`src/rtl/pipe_pkg.sv`:
```
// Shared types and constants for the elastic pipeline-stage register.
// The optional performance counters are enabled with the PIPE_STAGE_PERF_EN macro.
package pipe_pkg;

  // Occupancy states of the two-entry stage: nothing held, main only, main plus skid
  typedef enum logic [1:0] {
    PS_EMPTY = 2'd0,
    PS_BUSY  = 2'd1,
    PS_FULL  = 2'd2
  } pipe_state_e;

  // Width of the stall and bubble performance counters
  localparam int PERF_CNT_W = 32;

  // Number of entries held in a given state
  function automatic logic [1:0] state_occupancy(input pipe_state_e s);
    logic [1:0] occ;
    occ = 2'd0;
    case (s)
      PS_EMPTY: occ = 2'd0;
      PS_BUSY:  occ = 2'd1;
      PS_FULL:  occ = 2'd2;
      default:  occ = 2'd0;
    endcase
    return occ;
  endfunction

endpackage

```
`src/rtl/pipe_sat_counter.sv`:
```
// Saturating up-counter used for the stage performance statistics.
// Cleared only by reset; sticks at all-ones once it gets there.
module pipe_sat_counter
  import pipe_pkg::*;
#(
  parameter int WIDTH = PERF_CNT_W
) (
  input  logic             clk,
  input  logic             rst,
  input  logic             inc,
  output logic [WIDTH-1:0] count
);

  localparam logic [WIDTH-1:0] CNT_MAX = {WIDTH{1'b1}};

  // Count one per cycle with inc high, stopping at the maximum value
  always_ff @(posedge clk or posedge rst) begin
    if (rst) begin
      count <= '0;
    end else if (inc && (count != CNT_MAX)) begin
      count <= count + 1'b1;
    end
  end

endmodule

```
`src/rtl/pipe_stage_reg.sv`:
```
// Elastic pipeline-stage register with a two-entry skid buffer.
// The main register drives the outputs; the skid register catches the one
// entry that can arrive while in_ready is still high after downstream stalls.
// in_ready is a flop so the upstream ready path is not combinational.
// Define PIPE_STAGE_PERF_EN to add the stall_cnt/bubble_cnt counters.
module pipe_stage_reg
  import pipe_pkg::*;
#(
  parameter int                DATA_W      = 64,
  parameter int                CTRL_W      = 16,
  parameter logic [CTRL_W-1:0] CTRL_BUBBLE = '0
) (
  input  logic              clk,
  input  logic              rst,
  input  logic              flush,
  input  logic              in_valid,
  output logic              in_ready,
  input  logic [CTRL_W-1:0] in_ctrl,
  input  logic [DATA_W-1:0] in_data,
  output logic              out_valid,
  input  logic              out_ready,
  output logic [CTRL_W-1:0] out_ctrl,
  output logic [DATA_W-1:0] out_data,
  output logic [1:0]        occupancy
`ifdef PIPE_STAGE_PERF_EN
  ,
  output logic [PERF_CNT_W-1:0] stall_cnt,
  output logic [PERF_CNT_W-1:0] bubble_cnt
`endif
);

  pipe_state_e       state;
  pipe_state_e       state_n;
  logic [DATA_W-1:0] main_data;
  logic [DATA_W-1:0] main_data_n;
  logic [CTRL_W-1:0] main_ctrl;
  logic [CTRL_W-1:0] main_ctrl_n;
  logic [DATA_W-1:0] skid_data;
  logic [DATA_W-1:0] skid_data_n;
  logic [CTRL_W-1:0] skid_ctrl;
  logic [CTRL_W-1:0] skid_ctrl_n;
  logic              ready_q;
  logic              ready_n;
  logic              in_fire;
  logic              out_fire;

  assign out_valid = (state != PS_EMPTY);
  assign out_ctrl  = main_ctrl;
  assign out_data  = main_data;
  assign in_ready  = ready_q;
  assign occupancy = state_occupancy(state);

  assign in_fire  = in_valid & ready_q;
  assign out_fire = out_valid & out_ready;

  // State, storage and ready flops; reset acts immediately
  always_ff @(posedge clk or posedge rst) begin
    if (rst) begin
      state     <= PS_EMPTY;
      main_data <= '0;
      main_ctrl <= CTRL_BUBBLE;
      skid_data <= '0;
      skid_ctrl <= CTRL_BUBBLE;
      ready_q   <= 1'b1;
    end else begin
      state     <= state_n;
      main_data <= main_data_n;
      main_ctrl <= main_ctrl_n;
      skid_data <= skid_data_n;
      skid_ctrl <= skid_ctrl_n;
      ready_q   <= ready_n;
    end
  end

  // Next-state and datapath selection; flush overrides every handshake
  always_comb begin
    state_n     = state;
    main_data_n = main_data;
    main_ctrl_n = main_ctrl;
    skid_data_n = skid_data;
    skid_ctrl_n = skid_ctrl;

    if (flush) begin
      state_n     = PS_EMPTY;
      main_ctrl_n = CTRL_BUBBLE;
    end else begin
      case (state)
        PS_EMPTY: begin
          if (in_fire) begin
            state_n     = PS_BUSY;
            main_data_n = in_data;
            main_ctrl_n = in_ctrl;
          end else begin
            main_ctrl_n = CTRL_BUBBLE;
          end
        end

        PS_BUSY: begin
          if (in_fire && out_fire) begin
            main_data_n = in_data;
            main_ctrl_n = in_ctrl;
          end else if (in_fire) begin
            state_n     = PS_FULL;
            skid_data_n = in_data;
            skid_ctrl_n = in_ctrl;
          end else if (out_fire) begin
            state_n     = PS_EMPTY;
            main_ctrl_n = CTRL_BUBBLE;
          end
        end

        PS_FULL: begin
          if (out_fire) begin
            state_n     = PS_BUSY;
            main_data_n = skid_data;
            main_ctrl_n = skid_ctrl;
          end
        end

        default: begin
          state_n     = PS_EMPTY;
          main_ctrl_n = CTRL_BUBBLE;
        end
      endcase
    end

    ready_n = (state_n != PS_FULL);
  end

`ifdef PIPE_STAGE_PERF_EN
  pipe_sat_counter #(
    .WIDTH(PERF_CNT_W)
  ) u_stall_cnt (
    .clk  (clk),
    .rst  (rst),
    .inc  (out_valid & ~out_ready),
    .count(stall_cnt)
  );

  pipe_sat_counter #(
    .WIDTH(PERF_CNT_W)
  ) u_bubble_cnt (
    .clk  (clk),
    .rst  (rst),
    .inc  (~out_valid & out_ready),
    .count(bubble_cnt)
  );
`endif

endmodule

```
`config.mk`:
```
export PLATFORM = sky130hd
export DESIGN_NAME = pipe_stage_reg
export DESIGN_NICKNAME = d
export VERILOG_FILES = /design/src/rtl/pipe_pkg.sv /design/src/rtl/pipe_sat_counter.sv /design/src/rtl/pipe_stage_reg.sv
export SDC_FILE = /design/constraint.sdc
export NUM_CORES = 1
export LEC_CHECK = 0
export BUFFER_PORTS_ARGS = -buffer_cell sky130_fd_sc_hd__buf_2
export CORE_ASPECT_RATIO = 0.75
export CORE_UTILIZATION = 50
export CTS_CLUSTER_SIZE = 10
export DETAILED_ROUTE_END_ITERATION = 8
export PLACE_DENSITY = 0.86
export SKIP_CTS_REPAIR_TIMING = 1
export SLEW_MARGIN = 20
export SYNTH_ARGS = -nofsm -noshare
export SYNTH_HDL_FRONTEND = slang
export SYNTH_SLANG_ARGS = --single-unit
```
`constraint.sdc`:
```
create_clock -name clk -period 6.05 [get_ports clk]
set_clock_uncertainty 0.1 [all_clocks]
set_input_delay 0.605 -clock clk [delete_from_list [all_inputs] [get_ports clk]]
set_output_delay 0.605 -clock clk [all_outputs]
set_load 0.01 [all_outputs]
```
Word-level counts from Yosys, hierarchy flattened
Index checks and enable logic that the tools add are counted.
- flip-flop bits (word level): 163
- logic and storage cells: 45
- equality and inequality tests: 9
- mux-type cells: 19
- bitwise operators: 4
- reductions and logical operators: 7
- operators by type and width (cell ; count):
    64-bit two-way mux ; 3
    64-bit one-hot mux with 3 select lines ; 1
    16-bit two-way mux ; 6
    16-bit one-hot mux with 3 select lines ; 1
    2-bit two-way mux ; 6
    2-bit != test (second input constant) ; 4
    4-bit != test (second input constant) ; 2
    2-bit one-hot mux with 3 select lines ; 1
    5-bit AND reduction ; 1
    2-bit one-hot mux with 2 select lines ; 1
    4-bit AND reduction ; 1
    3-bit != test (second input constant) ; 1
    3-bit AND reduction ; 1
    3-bit nonzero test ; 1
    1-bit AND ; 2
    2-bit by 1-bit equality test with 1-bit output (second input constant) ; 1
    2-bit equality test (second input constant) ; 1
    2-bit zero test ; 1
    1-bit NOT ; 2
    2-bit nonzero test ; 1
    1-bit logical AND ; 1

Longest topological paths before layout
Gate-level depths: netlist of run 1.
- depth after elaboration: 8
- depth in mapped cells: 8

Worst setup path before layout of run 1
No wires, ideal clock.
- kind: input-to-reg
- start point: in in_valid
- end point: reg main_data[43] (netlist: out_data[43])
- library setup time: 0.132 ns
- data arrival time: 1.613 ns
- data required time: 5.818 ns
- setup slack: 4.205 ns
- cell stages on the path: 7
- buffers on the path: 3
- path through: nand2_1 o41a_1 buf_2 buf_4 buf_6 nand2_1 o21ai_1
- longest elaborated chain between the ends: 4
- elaborated cells between the ends (all ways): 5
- classes of those cells: eq/ne: 2; bitwise: 1; reduce/logical: 2
- RTL lines (what ; line ; source):
    from (decl) ; pipe_stage_reg.sv:16 ; input logic in_valid,
    1-bit AND (*) ; pipe_stage_reg.sv:53 ; assign in_fire = in_valid & ready_q;
    1-bit logical AND ; pipe_stage_reg.sv:99 ; if (in_fire && out_fire) begin
    2-bit != test (no source line) ; -- ;
    5-bit AND reduction (no source line) (*) ; -- ;
    to (signal assigned) ; pipe_stage_reg.sv:67 ; main_data <= main_data_n;
    to (decl) ; pipe_stage_reg.sv:34 ; logic [DATA_W-1:0] main_data;
Every way passes the cells marked *; elsewhere a longest branch is shown, timed or not.
A chain may end at the register's enable or synchronous reset.

Final worst setup path of run 1
- start point: reg state[1]
- end point: reg main_data[5] (netlist: out_data[5])
- longest elaborated chain between the ends: 5
- elaborated cells between the ends (all ways): 12
- classes of those cells: eq/ne: 5; mux: 1; bitwise: 1; reduce/logical: 5
- RTL lines (what ; line ; source):
    from (decl) ; pipe_stage_reg.sv:32 ; pipe_state_e state;
    from (signal assigned) ; pipe_stage_reg.sv:66 ; state <= state_n;
    2-bit nonzero test ; pipe_stage_reg.sv:47 ; assign out_valid = (state != PS_EMPTY);
    1-bit AND ; pipe_stage_reg.sv:54 ; assign out_fire = out_valid & out_ready;
    1-bit logical AND ; pipe_stage_reg.sv:99 ;
    2-bit != test (no source line) ; -- ;
    5-bit AND reduction (no source line) ; -- ;
Parallel ways exist; a longest one is shown, timed or not.

==> out/metrics.cfg, run 1 <==
[run_status]
outcome = complete, no violations

[detailed_routing]
detail-route-antenna-nets = 0
wirelength_um = 14610
drc_errors = 0
drt_iter0_drc = 195
first_pass_iters = 4
vias_per_cell = 5.375
routedWlPerCell_um = 16.86
vias = 4655

[sta]
grt_setup_unrepaired = no
max_freq_mhz = 376.3
slew_headroom = 0.2644
fin_tns_setup_ns = 0
min_period_ns = 2.657
finalWorstSetupSlack_ns = 3.393
tightest_slew_ns = 1.097
finalCritPeriodShare = 0.4392
slew_viol_final = 0
setup_viol = 0
hold_viol = 0

[worst_setup_path]
worstPathCellList = nor2b_4 -> buf_4 -> buf_4 -> mux2i_1 -> o21ai_0
startpoint_type = flop
cp.required_ns = 6.18
arrival_ns = 2.79
worst-setup-path-type = reg -> reg
slowest_stage = buf_4
slowest_delay_ns = 0.67
critical_path.most_common_cell = buf_4
end_kind = flop
critical_path.max_fanout = 42

[final_layout]
layout-drive-gt1-share = 0.4115
layoutNonFillerInstCount = 866
fin_nets = 767
final_area_sq_mm = 0.008313
multi_input_area_sq_mm = 0.002549
area_delta_synth_final_pct = 22.00
ff_latch_area_sq_mm = 0.004080
num-fill-cells = 1025
antennaDiodeCount = 0

[logic_synthesis]
synth_edf_count = 0
synth_cells = 525
yosys.area.top_type = dfrtp_1
yosysSeqAreaShare = 0.5988
synth_top_cell_area_share = 0.5949
post-synth-top-count-cell = dfrtp_1
syn_area_per_cell_sq_um = 12.98
synth.distinct_cells = 28
ys_warn_count = 0
ys.flop_type = dfrtp_1
synth.area.top_cells = dfrtp_1 59%, mux2_2 13%, mux2i_1 9.7%
mappedNetlistArea_sq_mm = 0.006814
async_reset_ff_frac = 1.000
ys_top_cells_by_count = 162 x dfrtp_1, 80 x mux2_2, 66 x mux2i_1
synth_seq_cells = 163
syn_nets = 610

[clocking]
clk_latency_ns = 0.42
h-tree-depth = 4
clkSinkCount = 163
path_clk_slew_ns = 0.06
cts_made_buffers = 17
cts_tree = done
clk_path_buf_depth = 2
root_buffer = clkbuf_16

[place]
dpl.hpwl_um = 9892
port_buffers = 168
place_area_sq_mm = 0.007750
place_congestion = 0.8091
post-place-ws_ns = 3.172
placed_cells = 834

[die]
die_y_um = 103.1
dieArea_sq_mm = 0.01410
core_sq_mm = 0.01315
die_w_um = 136.8
row_count = 36
io_pins = 169
start_util = 0.5181

[min_path]
holdCritPathClass = in -> async

[grt]
track_usage = 0.2199
grt_pass1_wl_um = 23430
grt_antenna_before_repair = 1
grt_max_degree = 96
grt_pass1_vias = 4718
gr-total-overflow = 0

[power_and_ir_drop]
cellPowerDensity_mw_per_mm2 = 362.2
vdd_drop_max_uv = 205.8
leakage_uw = 0.003972

[job]
drv_cap = 0

[kinds of logic (layout without fill, tap and decap cells)]
group / after synthesis / count (layout) / share of synthesized area
buf+inv: 38 / 208 / 0.02956
simple gates: 77 / 77 / 0.04811
compound gates: 100 / 100 / 0.09291
mux: 146 / 146 / 0.2292
fa+ha+maj: 1 / 1 / 0.001469
flops: 163 / 163 / 0.5988
[worst max-delay path: cells and delay by family, from the launching register on]
kind            cells  cell delay, ns
simple gates        1            0.20
buf+inv             2            1.18
mux                 1            0.27
flops               1            0.51
compound gates      1            0.14
[cell usage in the layout (no fill, tap or decap), drive strengths merged]
cell type	netlist	layout
buf	29	173
dfrtp	162	162
mux2	80	80
mux2i	66	66
nand2	65	65
o21ai	64	64
a22o	32	32
clkbuf	6	29
nor2	3	3
inv	3	3
nor2b	2	2
and2b	1	1
and2	1	1
nand3	1	1
nand4bb	1	1
o41a	1	1
maj3	1	1
nor3	1	1
o21a	1	1
o22a	1	1
or2	1	1
a21oi	1	1
nand2b	1	1
clkinv	0	1
clkinvlp	0	1
bufinv	0	1
dfstp	1	1
[layout make-up]
class	count	share of cell area
repair buffers	173	0.1072
multi-input cells	324	0.3066
clock buffers	29	0.06261
clock inverters	3	0.005117
well taps	171	0.02574
flip-flops and latches	163	0.4908
inverters	3	0.001957
[worst paths after layout]
check	start	to	slack [ns]	cells after the start
worst max register to register	state[1]$_DFF_PP0_	out_data[5]$_DFFE_PP0P_	3.39	5
worst min-delay path	rst	out_data[15]$_DFFE_PP0P_	0.27	2
worst min register to register	out_data[27]$_DFFE_PP0P_	out_data[27]$_DFFE_PP0P_	0.38	2
min in group clk	in_data[24]	skid_data[24]$_DFFE_PP0P_	0.33	2
worst max-delay path	state[1]$_DFF_PP0_	out_data[5]$_DFFE_PP0P_	3.39	5
max in group asynchronous	rst	skid_ctrl[3]$_DFFE_PP0P_	4.17	3
[registers in the layout (all words and copies together), names as in the netlist]
name       flops
skid_data     64
skid_ctrl     16
out_data      64
in_ready       1
out_ctrl      16
state          2
[report_power, final]
group          total (uW)  internal (uW)  switching (uW)
Combinational         507            263             244
Clock                1020            622             402
Sequential           1480           1340             136
[per-layer routing]
metal  track usage  vias up  share of wire
met3       0.06342       18          0.066
met2        0.3581      158           0.49
li1              -     2174              -
met5             0        -              0
met1        0.2850     2305           0.43
met4       0.07439        0          0.012
[stage by stage]
step	util	hold slack, ns	power [uW]
after floorplan	-	0.3792	1793
after global placement	0.5877	0.3583	1960
after detailed placement	0.5892	0.3654	2013
after CTS	0.6320	0.2975	3043
after global routing	0.6320	0.3187	3165
final	0.6320	0.2686	3011
(Power assumes the default switching activity.)
==> inputs of run 2 (changes only) <==
Clock period 6.05 ns to 2.7 ns, I/O delays scaled along.
==> run 2 against run 1 <==
The flow now finishes with violations (hold timing). Combinational power up 140%. Highest routed layer unchanged. Register-to-register slack lost 2.8 ns. Largest power group unchanged. Flip-flop and latch count unchanged.
==> out/metrics.cfg, run 2 (synthesis results as in run 1) <==
[run_status]
outcome = finished with violations
violations = hold timing

[place]
dpl.hpwl_um = 10250  ; +3.6%
place_congestion = 0.8197  ; +1.3%
post-place-ws_ns = 0.6171  ; -2.555 ns
port_buffers = 168  ; unchanged

[grt]
grt_max_degree = 60  ; -38%
track_usage = 0.2231  ; +0.003196
grt_pass1_vias = 4866  ; +3.1%
grt_pass1_wl_um = 23820  ; +1.7%
gr-total-overflow = 0  ; unchanged
grt_antenna_before_repair = 0  ; -1

[power_and_ir_drop]
cellPowerDensity_mw_per_mm2 = 783.4  ; +120%
leakage_uw = 0.004168  ; +4.9%
vdd_drop_max_uv = 469.6  ; +130%

[sta]
finalWorstSetupSlack_ns = 0.5453  ; -2.848 ns
max_freq_mhz = 464.1
fin_tns_setup_ns = 0  ; unchanged
slew_headroom = 0.3705  ; +0.1061
setup_viol = 0  ; unchanged
whs_ns = -0.04522  ; -0.3138 ns
tightest_slew_ns = 0.9422  ; -0.1551 ns
grt_setup_unrepaired = no
finalCritPeriodShare = 0.7980
hold_viol = 34  ; +34
min_period_ns = 2.155
slew_viol_final = 0  ; unchanged

[worst_setup_path]
startpoint_type = flop
critical_path.max_fanout = 59  ; +40%
crit_start = state[1]$_DFF_PP0_
rrSetupSlack_ns = 0.62  ; -2.77 ns
r2r_cells = 5  ; unchanged
setup.worst_path.end = occupancy[1]
worst-setup-path-type = reg -> out
arrival_ns = 1.78  ; -1.01 ns
cp.required_ns = 2.33  ; -3.85 ns
timing.rr.end = out_data[23]$_DFFE_PP0P_
end_kind = primary output
reg2reg_from = in_ready$_DFF_PP1_

[detailed_routing]
vias_per_cell = 5.319  ; -1.0%
drc_errors = 0  ; unchanged
wirelength_um = 15380  ; +5.3%
detail-route-antenna-nets = 0  ; unchanged
routedWlPerCell_um = 17.04  ; +1.0%
first_pass_iters = 4  ; unchanged
vias = 4803  ; +3.2%
drt_iter0_drc = 194  ; -0.51%

[final_layout]
multi_input_area_sq_mm = 0.002549  ; unchanged
final_cell_mix = 168 x buf_2, 162 x dfrtp_1, 80 x mux2_2
fin_nets = 804  ; +4.8%
layout_commonest_cell = buf_2
area_delta_synth_final_pct = 28.06
num-fill-cells = 962  ; -6.1%
ff_latch_area_sq_mm = 0.004080  ; unchanged
antennaDiodeCount = 0  ; unchanged
layout-drive-gt1-share = 0.4126  ; +0.001058

[die]
core_sq_mm = 0.01315  ; unchanged
start_util = 0.5181  ; unchanged
die_y_um = 103.1  ; unchanged
row_count = 36  ; unchanged
io_pins = 169  ; unchanged
dieArea_sq_mm = 0.01410  ; unchanged
die_w_um = 136.8  ; unchanged

[clocking]
clk_path_buf_depth = 2  ; unchanged
h-tree-depth = 4  ; unchanged
clkSinkCount = 163  ; unchanged
cts_tree = done
path_clk_slew_ns = 0.06  ; about the same
clk_latency_ns = 0.41  ; about the same
cts_made_buffers = 17  ; unchanged
root_buffer = clkbuf_16

[job]
drv_cap = 0  ; unchanged

[min_path]
holdCritPathClass = in -> async

[run 2: changes by cell type in the layout (fill, tap and decap cells not counted), sizes merged]
cell	previous run	this run
dlygate4sd3	0	27
clkinvlp	1	2
inv	3	2
bufinv	1	2
clkbuf	29	20
clkinv	1	9
buf	173	183
[run 2: critical path: stages, from the launching register on]
cell and delay, ns:
dfrtp_1 0.52, nor2b_4 0.25, buf_12 0.38, buf_2 0.21
[run 2: routing by layer]
metal	up-vias	routed length [um]	global-route usage
met5	-	0	0
met4	0	175	0.09298
met3	15	953	0.06146
met2	133	7704	0.3784
met1	2404	6550	0.2714
li1	2251	-	-
[run 2: final cells by class]
class                   instances  share of cell area
clock buffers                  20             0.05234
clock inverters                12             0.01291
inverters                       3            0.001721
multi-input cells             324              0.2921
flip-flops and latches        163              0.4676
well taps                     171             0.02452
repair buffers                210              0.1488
[run 2: how the worst min path moves through the flow]
stage	slack, ns	from	cells after the start	end
after floorplan	0.24	flush	1	state[0]$_DFF_PP0_
after detailed placement	0.37	out_data[22]$_DFFE_PP0P_	2	out_data[22]$_DFFE_PP0P_
after CTS	-0.03	rst	2	out_data[20]$_DFFE_PP0P_
after global routing	-0.004	in_data[53]	2	skid_data[53]$_DFFE_PP0P_
after global placement	0.36	out_data[11]$_DFFE_PP0P_	2	out_data[11]$_DFFE_PP0P_
final	-0.05	rst	2	skid_data[37]$_DFFE_PP0P_
[run 2: per-stage QoR]
stage | std cells | util | hold WS (ns) | instance area (sq um) | power (uW)
global placement | 844 | 0.5996 | 0.3573 | 7886 | 4415
finish | 903 | 0.6634 | -0.04522 | 8726 | 6836
floorplan | 525 | - | 0.2358 | 6818 | 4019
detailed placement | 844 | 0.5996 | 0.3661 | 7886 | 4533
CTS | 876 | 0.6429 | -0.03118 | 8456 | 6861
global route | 903 | 0.6634 | -0.003613 | 8726 | 7188
[run 2: report_power, final]
group	switching [uW]	internal, uW	total, uW
logic	577	637	1210
clock network	911	1390	2300
registers	308	3010	3320
==> inputs of run 3 (changes only) <==
Settings changed: ABC_AREA from default to 1, PLACE_DENSITY 0.86 to 0.84.
Clock period 2.7 ns to 2.1 ns, I/O delays scaled along.
==> run 3 against run 2 <==
Largest power group unchanged. Global-route usage up 4.0 points. Worst setup slack got worse by 0.36 ns. Cell area up 14%. The run still ends with hold timing left. Register-to-register slack got worse by 0.33 ns. Combinational power is 45% higher. Sequential power grew 27%. Worst hold slack about the same. Flip-flop and latch count did not move.
==> out/metrics.cfg, run 3 <==
[power_and_ir_drop]
cellPowerDensity_mw_per_mm2 = 890.1  ; +14%
vdd_drop_max_uv = 565.4  ; +20%
leakage_uw = 0.005634  ; +35%
p_int_uw = 6111  ; +21%
seqPwrFrac = 0.476  ; -0.009
total_power_uw = 8848  ; +29%
p_sw_uw = 2738  ; +52%
p_sw_frac = 0.3094  ; +0.04661
combPwrFrac = 0.199  ; +0.021
clock_power_share = 0.325  ; -0.012

[worst_setup_path]
critical_path.max_fanout = 17  ; -71%
slowest_delay_ns = 0.46  ; -0.06 ns
worstPathCellList = inv_2 -> nand2_2 -> inv_2 -> buf_2
critical_path.most_common_cell = inv_2
critical_path_buf_inv_count = 3  ; +1
end_kind = primary output
startpoint_type = flop
cp_top_family = buffers and inverters
arrival_ns = 1.61  ; -0.17 ns
slowest_stage = dfrtp_1
cp.required_ns = 1.79  ; -0.54 ns
worst-setup-path-type = reg -> out

[die]
start_util = 0.5235  ; +0.005449
die_y_um = 109.8  ; +6.5%
dieArea_sq_mm = 0.01599  ; +13%
die_w_um = 145.7  ; +6.5%
row_count = 38  ; +5.6%
io_pins = 169  ; unchanged
core_sq_mm = 0.01479  ; +12%

[logic_synthesis]
synth_edf_count = 0  ; unchanged
synth_top_cell_area_share = 0.5237  ; -0.07125
ys_top_cells_by_count = 423 x nand2_1, 162 x dfrtp_1, 85 x inv_1
syn_area_per_cell_sq_um = 7.859  ; -39%
ys_warn_count = 0  ; unchanged
syn_nets = 1070  ; +75%
synth_cells = 985  ; +88%
post-synth-top-count-cell = nand2_1
mappedNetlistArea_sq_mm = 0.007741  ; +14%
yosys.area.top_type = dfrtp_1
async_reset_ff_frac = 1.000  ; unchanged
synth_seq_cells = 163  ; unchanged
synth.distinct_cells = 21  ; -25%
synth.area.top_cells = dfrtp_1 52%, nand2_1 21%, nand3_1 5.3%
yosysSeqAreaShare = 0.5271  ; -0.07172
ys.flop_type = dfrtp_1

[final_layout]
antennaDiodeCount = 0  ; unchanged
num-fill-cells = 1185  ; +23%
fin_nets = 1280  ; +59%
layout-drive-gt1-share = 0.2003  ; -0.2122
layout_commonest_cell = nand2_1
area_delta_synth_final_pct = 28.41
layoutNonFillerInstCount = 1408  ; +56%
final_cell_mix = 420 x nand2_1, 168 x buf_2, 161 x dfrtp_1

[sta]
fin_tns_setup_ns = 0  ; unchanged
whs_ns = -0.04493  ; +0.0002945 ns
min_period_ns = 1.920
finalCritPeriodShare = 0.9141
setup_viol = 0  ; unchanged
max_freq_mhz = 521.0
slew_headroom = 0.4261  ; +0.05556
hold_viol = 9  ; -74%
tightest_slew_ns = 0.8609  ; -0.08136 ns
grt_setup_unrepaired = no
slew_viol_final = 0  ; unchanged

[clocking]
root_buffer = clkbuf_16
clk_latency_ns = 0.41  ; about the same
cts_made_buffers = 17  ; unchanged
path_clk_slew_ns = 0.06  ; about the same
clkSinkCount = 163  ; unchanged
clk_path_buf_depth = 2  ; unchanged
cts_tree = done
h-tree-depth = 4  ; unchanged

[grt]
grt_max_degree = 95  ; +58%
gr-total-overflow = 0  ; unchanged
grt_pass1_vias = 6620  ; +36%
grt_pass1_wl_um = 33190  ; +39%
grt_antenna_before_repair = 0  ; unchanged
track_usage = 0.2633  ; +0.04018

[place]
dpl.hpwl_um = 12670  ; +24%
place_congestion = 0.8321  ; +1.5%
placed_cells = 1307  ; +55%
port_buffers = 168  ; unchanged

[detailed_routing]
vias = 7400  ; +54%
vias_per_cell = 5.256  ; -1.2%
wirelength_um = 21110  ; +37%
drc_errors = 0  ; unchanged
routedWlPerCell_um = 14.99  ; -12%
first_pass_iters = 5  ; +1
detail-route-antenna-nets = 0  ; unchanged
drt_iter0_drc = 716  ; +270%

[min_path]
holdCritPathClass = in -> reg

[job]
drv_cap = 0  ; unchanged

[run_status]
outcome = finished with violations
violations = hold timing

[run 3: cell count changes after synthesis, sizes merged, moves of 32 or more]
| cell | previous run | this run |
|---|---|---|
| nand3 | 1 | 83 |
| nand2 | 65 | 427 |
| mux2i | 66 | 0 |
| buf | 29 | 61 |
| mux2 | 80 | 0 |
| nand4 | 0 | 65 |
| inv | 3 | 88 |
| a22o | 32 | 0 |
[run 3: cell type report]
| type | instances | area, sq um | area share |
|---|---|---|---|
| repair buffers | 262 | 1807 | 0.1817 |
| inverters | 88 | 334.1 | 0.03361 |
| flip-flops and latches | 163 | 4081 | 0.4106 |
| clock inverters | 12 | 98.84 | 0.009943 |
| well taps | 200 | 250.2 | 0.02517 |
| multi-input cells | 663 | 2923 | 0.2940 |
| clock buffers | 20 | 446.7 | 0.04493 |
[run 3: final timing paths]
check / start / endpoint / slack [ns] / cells past startpoint
worst max-delay path: state[0]$_DFF_PP0_ / occupancy[1] / 0.18 / 4
worst min-delay path: in_data[3] / skid_data[3]$_DFFE_PP0P_ / -0.04 / 3
worst max register to register: in_ready$_DFF_PP1_ / skid_data[32]$_DFFE_PP0P_ / 0.29 / 6
worst min register to register: out_data[10]$_DFFE_PP0P_ / out_data[10]$_DFFE_PP0P_ / 0.38 / 2
max in group asynchronous: rst / in_ready$_DFF_PP1_ / 0.85 / 4
min in group asynchronous: rst / skid_data[29]$_DFFE_PP0P_ / 0.38 / 3
[run 3: kinds of logic after synthesis]
family,Yosys count,share of synthesized area
buffers and inverters,159,0.09633
AND/OR/NAND/NOR,580,0.3229
AO/OA/AOI/OAI,83,0.05366
flip-flops,163,0.5271
[run 3: per-stage QoR]
stage | setup slack [ns] | utilization | cell area [sq um]
detailed placement | 0.3410 | 0.5887 | 8705
global route | 0.09788 | 0.6723 | 9941
global placement | 0.4353 | 0.5887 | 8705
CTS | 0.1684 | 0.6256 | 9250
floorplan | -0.2800 | - | 7745
finish | 0.1804 | 0.6723 | 9941
[run 3: power groups by stage]
stage | registers (uW) | clock network (uW) | logic (uW)
3_3_place_gp | 4220 | 0 | 1590
5_1_grt | 4290 | 3080 | 2000
2_1_floorplan | 4290 | 0 | 906
3_5_place_dp | 4230 | 0 | 1650
4_1_cts | 4190 | 2920 | 1670
6_report | 4210 | 2870 | 1760
[run 3: layer usage]
layer / track usage / share of wire / up-vias
li1: - / - / 3551
met1: 0.3715 / 0.43 / 3431
met2: 0.4098 / 0.48 / 380
met3: 0.04647 / 0.079 / 38
met4: 0.09925 / 0.017 / 0
met5: 0 / 0 / -
[run 3: worst min-delay path, delay by kind of cell]
family                 cells  cell delay (ns)
AOI/OAI and AO/OA          1             0.07
buffers and inverters      2             0.15
